==> src/rtl/sram64x8_dual_port_arbiter_if.sv <==
// Requester-side bundle for sram64x8_dual_port_arbiter: one valid/ready request
// channel and one fixed-latency read-response channel per requester.
interface sram64x8_dual_port_arbiter_if #(
  parameter int ADDR_W = 6,
  parameter int DATA_W = 8
);
  logic              req_valid;
  logic              req_ready;
  logic              req_we;
  logic [ADDR_W-1:0] req_addr;
  logic [DATA_W-1:0] req_wdata;
  logic [DATA_W-1:0] req_bmask;
  logic              rsp_valid;
  logic [DATA_W-1:0] rsp_rdata;

  modport master (
    output req_valid, req_we, req_addr, req_wdata, req_bmask,
    input  req_ready, rsp_valid, rsp_rdata
  );

  modport slave (
    input  req_valid, req_we, req_addr, req_wdata, req_bmask,
    output req_ready, rsp_valid, rsp_rdata
  );
endinterface

==> src/rtl/sram64x8_dual_port_arbiter.sv <==
// Two-requester arbiter/sequencer in front of a 64x8 single-port SRAM macro.
// Define SRAM_CLEAR_EN to zero all 64 words after reset before accepting requests.
module sram64x8_dual_port_arbiter #(
  parameter int ADDR_W    = 6,
  parameter int DATA_W    = 8,
  parameter int PRIO_MODE = 0
) (
  input  logic                     clk,
  input  logic                     rst,
  sram64x8_dual_port_arbiter_if.slave p0,
  sram64x8_dual_port_arbiter_if.slave p1,
  output logic                     sram_cen,
  output logic                     sram_gwen,
  output logic [DATA_W-1:0]        sram_wen,
  output logic [ADDR_W-1:0]        sram_a,
  output logic [DATA_W-1:0]        sram_d,
  input  logic [DATA_W-1:0]        sram_q,
  output logic                     init_done
);

  typedef enum logic {ST_CLEAR, ST_RUN} state_t;

`ifdef SRAM_CLEAR_EN
  localparam state_t RESET_STATE = ST_CLEAR;
`else
  localparam state_t RESET_STATE = ST_RUN;
`endif

  state_t state_reg, state_next;

  logic [1:0]        req_valid, req_we, gnt;
  logic [ADDR_W-1:0] req_addr  [2];
  logic [DATA_W-1:0] req_wdata [2];
  logic [DATA_W-1:0] req_bmask [2];
  logic              run, clearing, accept, sel, last1_reg;
  logic [ADDR_W-1:0] clr_addr;

  logic              cen_reg, gwen_reg;
  logic [DATA_W-1:0] wen_reg, d_reg;
  logic [ADDR_W-1:0] a_reg;
  logic              tag1_v_reg, tag1_p_reg, tag2_v_reg, tag2_p_reg;

  assign req_valid    = {p1.req_valid, p0.req_valid};
  assign req_we       = {p1.req_we, p0.req_we};
  assign req_addr[0]  = p0.req_addr;
  assign req_addr[1]  = p1.req_addr;
  assign req_wdata[0] = p0.req_wdata;
  assign req_wdata[1] = p1.req_wdata;
  assign req_bmask[0] = p0.req_bmask;
  assign req_bmask[1] = p1.req_bmask;

`ifdef SRAM_CLEAR_EN
  logic [ADDR_W-1:0] clr_addr_reg, clr_addr_next;
  assign clr_addr = clr_addr_reg;

  always_ff @(posedge clk) begin
    if (rst) clr_addr_reg <= '0;
    else     clr_addr_reg <= clr_addr_next;
  end
`else
  assign clr_addr = '0;
`endif

  always_ff @(posedge clk) begin
    if (rst) state_reg <= RESET_STATE;
    else     state_reg <= state_next;
  end

  always_comb begin
    state_next = state_reg;
    gnt        = '0;
    run        = (state_reg == ST_RUN);
    clearing   = (state_reg == ST_CLEAR);
`ifdef SRAM_CLEAR_EN
    clr_addr_next = clr_addr_reg;
    if (clearing) begin
      clr_addr_next = clr_addr_reg + 1'b1;
      if (clr_addr_reg == '1) state_next = ST_RUN;
    end
`endif
    // last1_reg=1 means port 1 was granted last, so port 0 wins a round-robin tie
    if (run) begin
      gnt[0] = req_valid[0] & (~req_valid[1] | (PRIO_MODE != 0) | last1_reg);
      gnt[1] = req_valid[1] & ~gnt[0];
    end
  end

  assign accept       = |gnt;
  assign sel          = gnt[1];
  assign p0.req_ready = gnt[0];
  assign p1.req_ready = gnt[1];
  assign init_done    = run;

  always_ff @(posedge clk) begin
    if (rst)         last1_reg <= 1'b1;
    else if (accept) last1_reg <= sel;
  end

  always_ff @(posedge clk) begin
    if (rst) begin
      cen_reg  <= 1'b1;
      gwen_reg <= 1'b1;
      wen_reg  <= '1;
      a_reg    <= '0;
      d_reg    <= '0;
    end else if (clearing) begin
      cen_reg  <= 1'b0;
      gwen_reg <= 1'b0;
      wen_reg  <= '0;
      a_reg    <= clr_addr;
      d_reg    <= '0;
    end else if (accept) begin
      cen_reg <= 1'b0;
      a_reg   <= req_addr[sel];
      if (req_we[sel]) begin
        gwen_reg <= 1'b0;
        wen_reg  <= ~req_bmask[sel];
        d_reg    <= req_wdata[sel];
      end else begin
        gwen_reg <= 1'b1;
        wen_reg  <= '1;
      end
    end else begin
      // idle: A and D keep their last values to avoid needless toggling at the macro
      cen_reg  <= 1'b1;
      gwen_reg <= 1'b1;
      wen_reg  <= '1;
    end
  end

  assign sram_cen  = cen_reg;
  assign sram_gwen = gwen_reg;
  assign sram_wen  = wen_reg;
  assign sram_a    = a_reg;
  assign sram_d    = d_reg;

  always_ff @(posedge clk) begin
    if (rst) begin
      tag1_v_reg <= 1'b0;
      tag1_p_reg <= 1'b0;
      tag2_v_reg <= 1'b0;
      tag2_p_reg <= 1'b0;
    end else begin
      tag1_v_reg <= accept & ~req_we[sel];
      tag1_p_reg <= sel;
      tag2_v_reg <= tag1_v_reg;
      tag2_p_reg <= tag1_p_reg;
    end
  end

  // Q is valid after the macro edge, so the second tag stage lines up with it
  generate
    for (genvar gi = 0; gi < 2; gi++) begin : g_rsp
      logic              valid_reg;
      logic [DATA_W-1:0] rdata_reg;

      always_ff @(posedge clk) begin
        if (rst) begin
          valid_reg <= 1'b0;
          rdata_reg <= '0;
        end else begin
          valid_reg <= tag2_v_reg && (tag2_p_reg == 1'(gi));
          if (tag2_v_reg && (tag2_p_reg == 1'(gi))) rdata_reg <= sram_q;
        end
      end
    end
  endgenerate

  assign p0.rsp_valid = g_rsp[0].valid_reg;
  assign p0.rsp_rdata = g_rsp[0].rdata_reg;
  assign p1.rsp_valid = g_rsp[1].valid_reg;
  assign p1.rsp_rdata = g_rsp[1].rdata_reg;

endmodule

==> src/flat_wrapper.sv <==
// flat-port wrapper written by rule: the top's interface ports become plain ports
module sram64x8_dual_port_arbiter_flat 
#(
  parameter int ADDR_W    = 6,
  parameter int DATA_W    = 8,
  parameter int PRIO_MODE = 0
)
  (clk, rst, sram_cen, sram_gwen, sram_wen, sram_a, sram_d, sram_q, init_done, p0_req_valid, p0_req_we, p0_req_addr, p0_req_wdata, p0_req_bmask, p0_req_ready, p0_rsp_valid, p0_rsp_rdata, p1_req_valid, p1_req_we, p1_req_addr, p1_req_wdata, p1_req_bmask, p1_req_ready, p1_rsp_valid, p1_rsp_rdata);
  sram64x8_dual_port_arbiter_if #(.ADDR_W(ADDR_W), .DATA_W(DATA_W)) p0_i ();
  sram64x8_dual_port_arbiter_if #(.ADDR_W(ADDR_W), .DATA_W(DATA_W)) p1_i ();
  input  logic clk;
  input  logic rst;
  output logic sram_cen;
  output logic sram_gwen;
  output logic [DATA_W-1:0] sram_wen;
  output logic [ADDR_W-1:0] sram_a;
  output logic [DATA_W-1:0] sram_d;
  input  logic [DATA_W-1:0] sram_q;
  output logic init_done;
  input wire logic [$bits(p0_i.req_valid)-1:0] p0_req_valid;
  input wire logic [$bits(p0_i.req_we)-1:0] p0_req_we;
  input wire logic [$bits(p0_i.req_addr)-1:0] p0_req_addr;
  input wire logic [$bits(p0_i.req_wdata)-1:0] p0_req_wdata;
  input wire logic [$bits(p0_i.req_bmask)-1:0] p0_req_bmask;
  output wire logic [$bits(p0_i.req_ready)-1:0] p0_req_ready;
  output wire logic [$bits(p0_i.rsp_valid)-1:0] p0_rsp_valid;
  output wire logic [$bits(p0_i.rsp_rdata)-1:0] p0_rsp_rdata;
  input wire logic [$bits(p1_i.req_valid)-1:0] p1_req_valid;
  input wire logic [$bits(p1_i.req_we)-1:0] p1_req_we;
  input wire logic [$bits(p1_i.req_addr)-1:0] p1_req_addr;
  input wire logic [$bits(p1_i.req_wdata)-1:0] p1_req_wdata;
  input wire logic [$bits(p1_i.req_bmask)-1:0] p1_req_bmask;
  output wire logic [$bits(p1_i.req_ready)-1:0] p1_req_ready;
  output wire logic [$bits(p1_i.rsp_valid)-1:0] p1_rsp_valid;
  output wire logic [$bits(p1_i.rsp_rdata)-1:0] p1_rsp_rdata;
  assign p0_i.req_valid = p0_req_valid;
  assign p0_i.req_we = p0_req_we;
  assign p0_i.req_addr = p0_req_addr;
  assign p0_i.req_wdata = p0_req_wdata;
  assign p0_i.req_bmask = p0_req_bmask;
  assign p0_req_ready = p0_i.req_ready;
  assign p0_rsp_valid = p0_i.rsp_valid;
  assign p0_rsp_rdata = p0_i.rsp_rdata;
  assign p1_i.req_valid = p1_req_valid;
  assign p1_i.req_we = p1_req_we;
  assign p1_i.req_addr = p1_req_addr;
  assign p1_i.req_wdata = p1_req_wdata;
  assign p1_i.req_bmask = p1_req_bmask;
  assign p1_req_ready = p1_i.req_ready;
  assign p1_rsp_valid = p1_i.rsp_valid;
  assign p1_rsp_rdata = p1_i.rsp_rdata;
  sram64x8_dual_port_arbiter #(.ADDR_W(ADDR_W), .DATA_W(DATA_W), .PRIO_MODE(PRIO_MODE)) u_core (.clk(clk), .rst(rst), .p0(p0_i), .p1(p1_i), .sram_cen(sram_cen), .sram_gwen(sram_gwen), .sram_wen(sram_wen), .sram_a(sram_a), .sram_d(sram_d), .sram_q(sram_q), .init_done(init_done));
endmodule
==> config.mk <==
export PLATFORM = sky130hd
export DESIGN_NAME = sram64x8_dual_port_arbiter_flat
export DESIGN_NICKNAME = d
export VERILOG_FILES = /design/src/rtl/sram64x8_dual_port_arbiter_if.sv /design/src/rtl/sram64x8_dual_port_arbiter.sv /design/src/flat_wrapper.sv
export SDC_FILE = /design/constraint.sdc
export NUM_CORES = 1
export LEC_CHECK = 0
export ABC_AREA = 1
export CORE_AREA = 2 2 79 74
export DETAILED_ROUTE_END_ITERATION = 12
export DIE_AREA = 0 0 81 76
export PLACE_DENSITY = 0.84
export REMOVE_ABC_BUFFERS = 1
export SLEW_MARGIN = 25
export SYNTH_ARGS = -nofsm -noshare
export SYNTH_HDL_FRONTEND = slang
export SYNTH_SLANG_ARGS = --single-unit
export TNS_END_PERCENT = 1
==> constraint.sdc <==
create_clock -name clk -period 1.9 [get_ports clk]
set_clock_uncertainty 0.05 [all_clocks]
set_input_delay 0.285 -clock clk [delete_from_list [all_inputs] [get_ports clk]]
set_output_delay 0.285 -clock clk [all_outputs]
set_load 0.05 [all_outputs]
==> flow_metrics.tcl, run 1 <==
set metrics [dict create \
    syn_to_final_growth_pct 67.2 \
    firstDrtPassIters 4 \
    wl_met1_um 1870 \
    critical_path.top_delay_family "buffers and inverters" \
    cp_num_buf_inv 1 \
    via_per_inst 4.35 \
    gp_congestion 0.737 \
    hold_path.class "flip-flop to flip-flop" \
    cp_slowest_cell "clkdlybuf4s50_1" \
    initial_core_util 0.343 \
    nets 429 \
    vias 1924 \
    slowest_delay_ns 0.81 \
    tightest_slew_ns 0.513 \
    cts_root_buffer "clkbuf_8" \
    fmax_mhz 557 \
    rsz0062_at_grt "false" \
    grt_pass1_vias 1929 \
    crit_cells 1 \
    dpl_worst_slack_ns 0.0422 \
    status "finished clean" \
    synthSimpleGateAreaFrac 0.306 \
    hold_violations 0 \
    dieArea_mm2 0.00616 \
    ys_warn_count 0 \
    grt_pass1_wl_um 7940 \
    synth_top_family_by_area "simple AND/OR/NAND/NOR gates" \
    clk_path_buf_depth 2 \
    rrSetupSlack_ns 0.48 \
    setup_tns_ns 0 \
    p_leak_nw 1.39 \
    io_buffers 101 \
    synth_mux_area_frac 0 \
    drtIter0Drc 51 \
    final_cell_mix "99 x clkdlybuf4s50_1, 74 x nor2_1, 66 x nand2_1, 47 x dfxtp_1, 25 x inv_1" \
    maxSlewHeadroom 0.657 \
    syn-cell-area_mm2 0.00185 \
    cts_tree "done" \
    grtUsageTotal 0.161 \
    path_max_fanout 2 \
    routed.top_layer "met4" \
    critPathLaunch "u_core.sram_d[7]$_SDFFE_PP0P_" \
    finalCriticalPeriod_ns 1.79 \
    synth_top_area_frac 0.508 \
    grt_overflow 0 \
    synthTopCellsByArea "dfxtp_1 51%, nor2_1 15%, nand2_1 13%, o21ai_0 5.9%, inv_1 5.1%" \
    grt_max_degree 18 \
    wl_met3_um 365 \
    reg2reg_from "u_core.last1_reg$_SDFFE_PP1P_" \
    dieWidth_um 81 \
    avgSynthCellArea_um2 7.01 \
    r2r_cells 7 \
    synth_fa_ha_area_frac 0 \
    synthXorXnorAreaFrac 0 \
    syn_inst 264 \
    drive_gt1_frac 0.0699 \
    rows 26 \
    critical_path_arrival_ns 1.46 \
    p_total_mw 2.44 \
    antenna_found_initial 0 \
    r2r-end "u_core.sram_wen[0]$_SDFF_PP1_" \
    synth_top_cell_by_area "dfxtp_1" \
    slew_viol_final 0 \
    worstSetupEndpoint "sram_d[7]" \
    diodes 0 \
    ir_drop_v 0.000289 \
    finalSetupViolations 0 \
    utilization 0.573 \
    coreArea_mm2 0.00540 \
    synth_seq_area_share 0.508 \
    synth_compound_area_frac 0.0974 \
    drcViolationCount 0 \
    final.setup.worst_slack_ns 0.105 \
    ys_types 19 \
    die_h_um 76 \
    final_common_cell "clkdlybuf4s50_1" \
    critPathLaunchType "flip-flop" \
    cp_cell_sequence "clkdlybuf4s50_1" \
    crit_type "flip-flop to primary output" \
    endpoint_kind "primary output" \
    wl_per_cell_um 10.9 \
    max-cap-violations 0 \
    postCtsSetupBuffers 0 \
    post-dp-hpwl_um 3820 \
    hold_buffers 0 \
    cts_made_buffers 5 \
    worstPathRequired_ns 1.56 \
    wl_met2_um 2550 \
    drtAntennaViolNets 0 \
    post-route-period-util 0.945 \
    wirelength_um 4810 \
    cts_resized 0 \
    power_density_mw_per_mm2 789 \
    clock_latency_ns 0.29 \
    htreeDepth 2 \
    io_pins 103 \
    clk_pin_slew_worst_paths_ns 0.09 \
    cts.sinks 47 \
    synth_seq_cells 47 \
]
-- cell usage after synthesis, drive strengths merged --
library cell and n:
clkinv 2, a21o 1, conb 1, nor2 75
a21oi 10, buf 6, o211ai 1, clkbuf 3
inv 27, o21ai 22, nand2 68, dfxtp 47
nand3 1
-- stage by stage --
stage	instance area, um2	std cells	hold slack [ns]
5_1_grt	3090	442	0.382
2_1_floorplan	1800	255	0.306
6_report	3090	442	0.359
4_1_cts	3090	442	0.359
3_5_place_dp	2980	434	0.345
3_3_place_gp	2980	434	0.341
-- worst min path at each step --
stage	slack (ns)	depth (start not counted)	endpoint	from
floorplan	0.31	1	u_core.tag2_p_reg$_SDFF_PP0_	rst
global placement	0.34	2	u_core.tag2_p_reg$_SDFF_PP0_	u_core.tag1_p_reg$_SDFF_PP0_
detailed placement	0.35	2	u_core.tag2_v_reg$_SDFF_PP0_	u_core.tag1_v_reg$_SDFF_PP0_
CTS	0.36	2	u_core.tag2_p_reg$_SDFF_PP0_	u_core.tag1_p_reg$_SDFF_PP0_
global route	0.38	2	u_core.tag2_p_reg$_SDFF_PP0_	u_core.tag1_p_reg$_SDFF_PP0_
finish	0.36	2	u_core.tag2_p_reg$_SDFF_PP0_	u_core.tag1_p_reg$_SDFF_PP0_
-- cell type report --
type                       count  area (um2)
multi-input combinational    179         751
timing repair buffer         109        1090
clock buffer                   5        68.8
fill                         496        2310
tap                           70        87.6
clock inverter                 3        46.3
sequential                    47         941
inverter                      29         109
-- logic make-up after synthesis --
group	after synthesis
AND/OR/NAND/NOR	144
flip-flops	47
buffers and inverters	38
other	1
AO/OA/AOI/OAI	34
-- worst reg2reg max path, stage by stage (launching register included) --
cell and delay [ns]:
dfxtp_1 0.41, inv_2 0.05, nand2_1 0.07, nand2_1 0.09
nand2_2 0.11, nand3_4 0.19, nor2_4 0.25, nand2_1 0.08
-- power breakdown --
part	switching [mW]	internal [mW]	total, mW
sequential	0.0267	1.04	1.07
clock	0.339	0.396	0.736
combinational	0.369	0.267	0.635
total	0.735	1.71	2.44
-- metal layers --
layer	track usage	vias to the layer above
li1	-	1005
met1	0.166	842
met2	0.300	73
met3	0.0581	4
met4	0.0458	0
met5	0	-
No activity file was read; power rests on OpenSTA's default activity.
==> run 2, diff against run 1 <==
--- a/config.mk
+++ b/config.mk
@@ -7,6 +7,7 @@
 export LEC_CHECK = 0
 export ABC_AREA = 1
 export CORE_AREA = 2 2 79 74
+export CTS_CLUSTER_DIAMETER = 60
 export DETAILED_ROUTE_END_ITERATION = 12
 export DIE_AREA = 0 0 81 76
 export PLACE_DENSITY = 0.84
==> results of run 2 <==
No change in the layout: final DEF, timing and power equal those of run 1.
==> run 3, diff against run 2 <==
--- a/config.mk
+++ b/config.mk
@@ -6,12 +6,14 @@
 export NUM_CORES = 1
 export LEC_CHECK = 0
 export ABC_AREA = 1
-export CORE_AREA = 2 2 79 74
+export CORE_AREA = 10 10 87 82
 export CTS_CLUSTER_DIAMETER = 60
 export DETAILED_ROUTE_END_ITERATION = 12
-export DIE_AREA = 0 0 81 76
+export DIE_AREA = 0 0 97 92
+export GPL_ROUTABILITY_DRIVEN = 0
 export PLACE_DENSITY = 0.84
 export REMOVE_ABC_BUFFERS = 1
+export SETUP_SLACK_MARGIN = 0.05
 export SLEW_MARGIN = 25
 export SYNTH_ARGS = -nofsm -noshare
 export SYNTH_HDL_FRONTEND = slang
==> flow_metrics.tcl, run 3 (same netlist as run 1, synthesis figures left out) <==
set metrics [dict create \
    initial_core_util 0.341 \
    critPathLaunchType "flip-flop" \
    diodes 0 \
    finalSetupViolations 0 \
    cp_slowest_cell "clkdlybuf4s50_1" \
    p_leak_nw 1.40 \
    drtAntennaViolNets 0 \
    final_common_cell "clkdlybuf4s50_1" \
    dieArea_mm2 0.00892 \
    post-route-cell-area_mm2 0.00308 \
    critical_path.top_delay_family "buffers and inverters" \
    coreArea_mm2 0.00543 \
    setup_tns_ns 0 \
    crit_type "flip-flop to primary output" \
    syn_to_final_growth_pct 66.5 \
    placedInstanceArea_mm2 0.00298 \
    antenna_found_initial 0 \
    r2r-end "u_core.sram_wen[4]$_SDFF_PP1_" \
    cp_cell_sequence "clkdlybuf4s50_1" \
    rrSetupSlack_ns 0.50 \
    vias 1911 \
    path_max_fanout 2 \
    ir_drop_v 0.000366 \
    worstPathRequired_ns 1.56 \
    grt_max_degree 29 \
    drive_gt1_frac 0.0701 \
    whs_ns 0.355 \
    grt_pass1_vias 1871 \
    wl_per_cell_um 12.5 \
    finalCriticalPeriod_ns 1.79 \
    dieWidth_um 97 \
    r2r_cells 7 \
    grt_pass1_wl_um 8940 \
    min_from "u_core.tag1_v_reg$_SDFF_PP0_" \
    slowest_delay_ns 0.82 \
    cts_made_buffers 5 \
    tightest_slew_ns 0.539 \
    final.setup.worst_slack_ns 0.111 \
    wirelength_um 5510 \
    final_cell_mix "97 x clkdlybuf4s50_1, 74 x nor2_1, 66 x nand2_1, 47 x dfxtp_1, 25 x inv_1" \
    hold_path.class "flip-flop to flip-flop" \
    die_h_um 92 \
    endpoint_kind "primary output" \
    post-dp-hpwl_um 4510 \
    cp_num_buf_inv 1 \
    via_per_inst 4.33 \
    status "finished clean" \
    fmax_mhz 559 \
    io_buffers 101 \
    p_total_mw 2.34 \
    cts_tree "done" \
    grtUsageTotal 0.119 \
    firstDrtPassIters 4 \
    maxSlewHeadroom 0.640 \
    cts.sinks 47 \
    rsz0062_at_grt "true" \
    whs_path_depth 2 \
    rows 26 \
    max-cap-violations 0 \
    power_density_mw_per_mm2 758 \
    critical_path_arrival_ns 1.45 \
    post-route-period-util 0.942 \
    io_pins 103 \
    reg2reg_from "u_core.last1_reg$_SDFFE_PP1P_" \
    nets 428 \
    clk_path_buf_depth 2 \
    htreeDepth 2 \
    holdPathEnd "u_core.tag2_v_reg$_SDFF_PP0_" \
    dpl_worst_slack_ns 0.0760 \
    drtIter0Drc 25 \
    drcViolationCount 0 \
    slew_viol_final 0 \
    clk_pin_slew_worst_paths_ns 0.09 \
    grt_overflow 0 \
    clock_latency_ns 0.29 \
    hold_violations 0 \
    cts_root_buffer "clkbuf_8" \
]
[run 3: changes by cell type in the layout (fill, tap and decap cells not counted)]
| cell | previous run | this run |
|---|---|---|
| clkdlybuf4s50_1 | 99 | 97 |
| bufinv_16 | 1 | 0 |
| clkinv_2 | 0 | 1 |
| buf_4 | 8 | 7 |
| buf_12 | 2 | 3 |
| dlymetal6s2s_1 | 0 | 1 |
| clkbuf_8 | 5 | 6 |
| clkinvlp_4 | 1 | 0 |
[run 3: per-layer routing]
layer | up-vias | track usage | part of all wire
met4 | 0 | 0.0295 | 0.0074
met5 | - | 0 | 0
met1 | 841 | 0.116 | 0.40
li1 | 1007 | - | -
met3 | 5 | 0.0570 | 0.087
met2 | 58 | 0.221 | 0.51
[run 3: timing repair]
item / CTS / global route
gates resized for setup: 0 / 1
setup endpoints to repair: 0 / 3
setup buffers: 0 / 0
hold buffers: 0 / 0
[run 3: worst max-delay path by stage]
stage | slack, ns | cells past startpoint | endpoint | startpoint
2_1_floorplan | -0.40 | 6 | u_core.sram_d[0]$_SDFFE_PP0P_ | u_core.last1_reg$_SDFFE_PP1P_
3_3_place_gp | 0.13 | 7 | u_core.sram_wen[3]$_SDFF_PP1_ | p1_req_valid
3_5_place_dp | 0.08 | 7 | u_core.sram_wen[4]$_SDFF_PP1_ | p1_req_valid
4_1_cts | 0.08 | 1 | sram_d[0] | u_core.sram_d[0]$_SDFFE_PP0P_
5_1_grt | 0.04 | 1 | sram_a[3] | u_core.sram_a[3]$_SDFFE_PP0P_
6_report | 0.11 | 1 | sram_a[4] | u_core.sram_a[4]$_SDFFE_PP0P_
[run 3: cell type report]
| type | instances | area [um2] |
|---|---|---|
| fillers | 497 | 2350 |
| well taps | 70 | 87.6 |
| clock buffers | 6 | 82.6 |
| flip-flops and latches | 47 | 941 |
| inverters | 29 | 109 |
| clock inverters | 2 | 13.8 |
| repair buffers | 108 | 1100 |
| multi-input cells | 179 | 751 |
[run 3: through the flow]
step            util  std cells
6_report       0.567        441
2_1_floorplan      -        255
3_3_place_gp   0.549        433
4_1_cts        0.567        441
3_5_place_dp   0.549        433
5_1_grt        0.567        441
[run 3: report_power, final]
group          leakage, nW  switching [mW]  total [mW]  internal (mW)
clock network       0.0516           0.330       0.628          0.298
registers            0.386          0.0261        1.07           1.04
logic                0.960           0.371       0.639          0.268
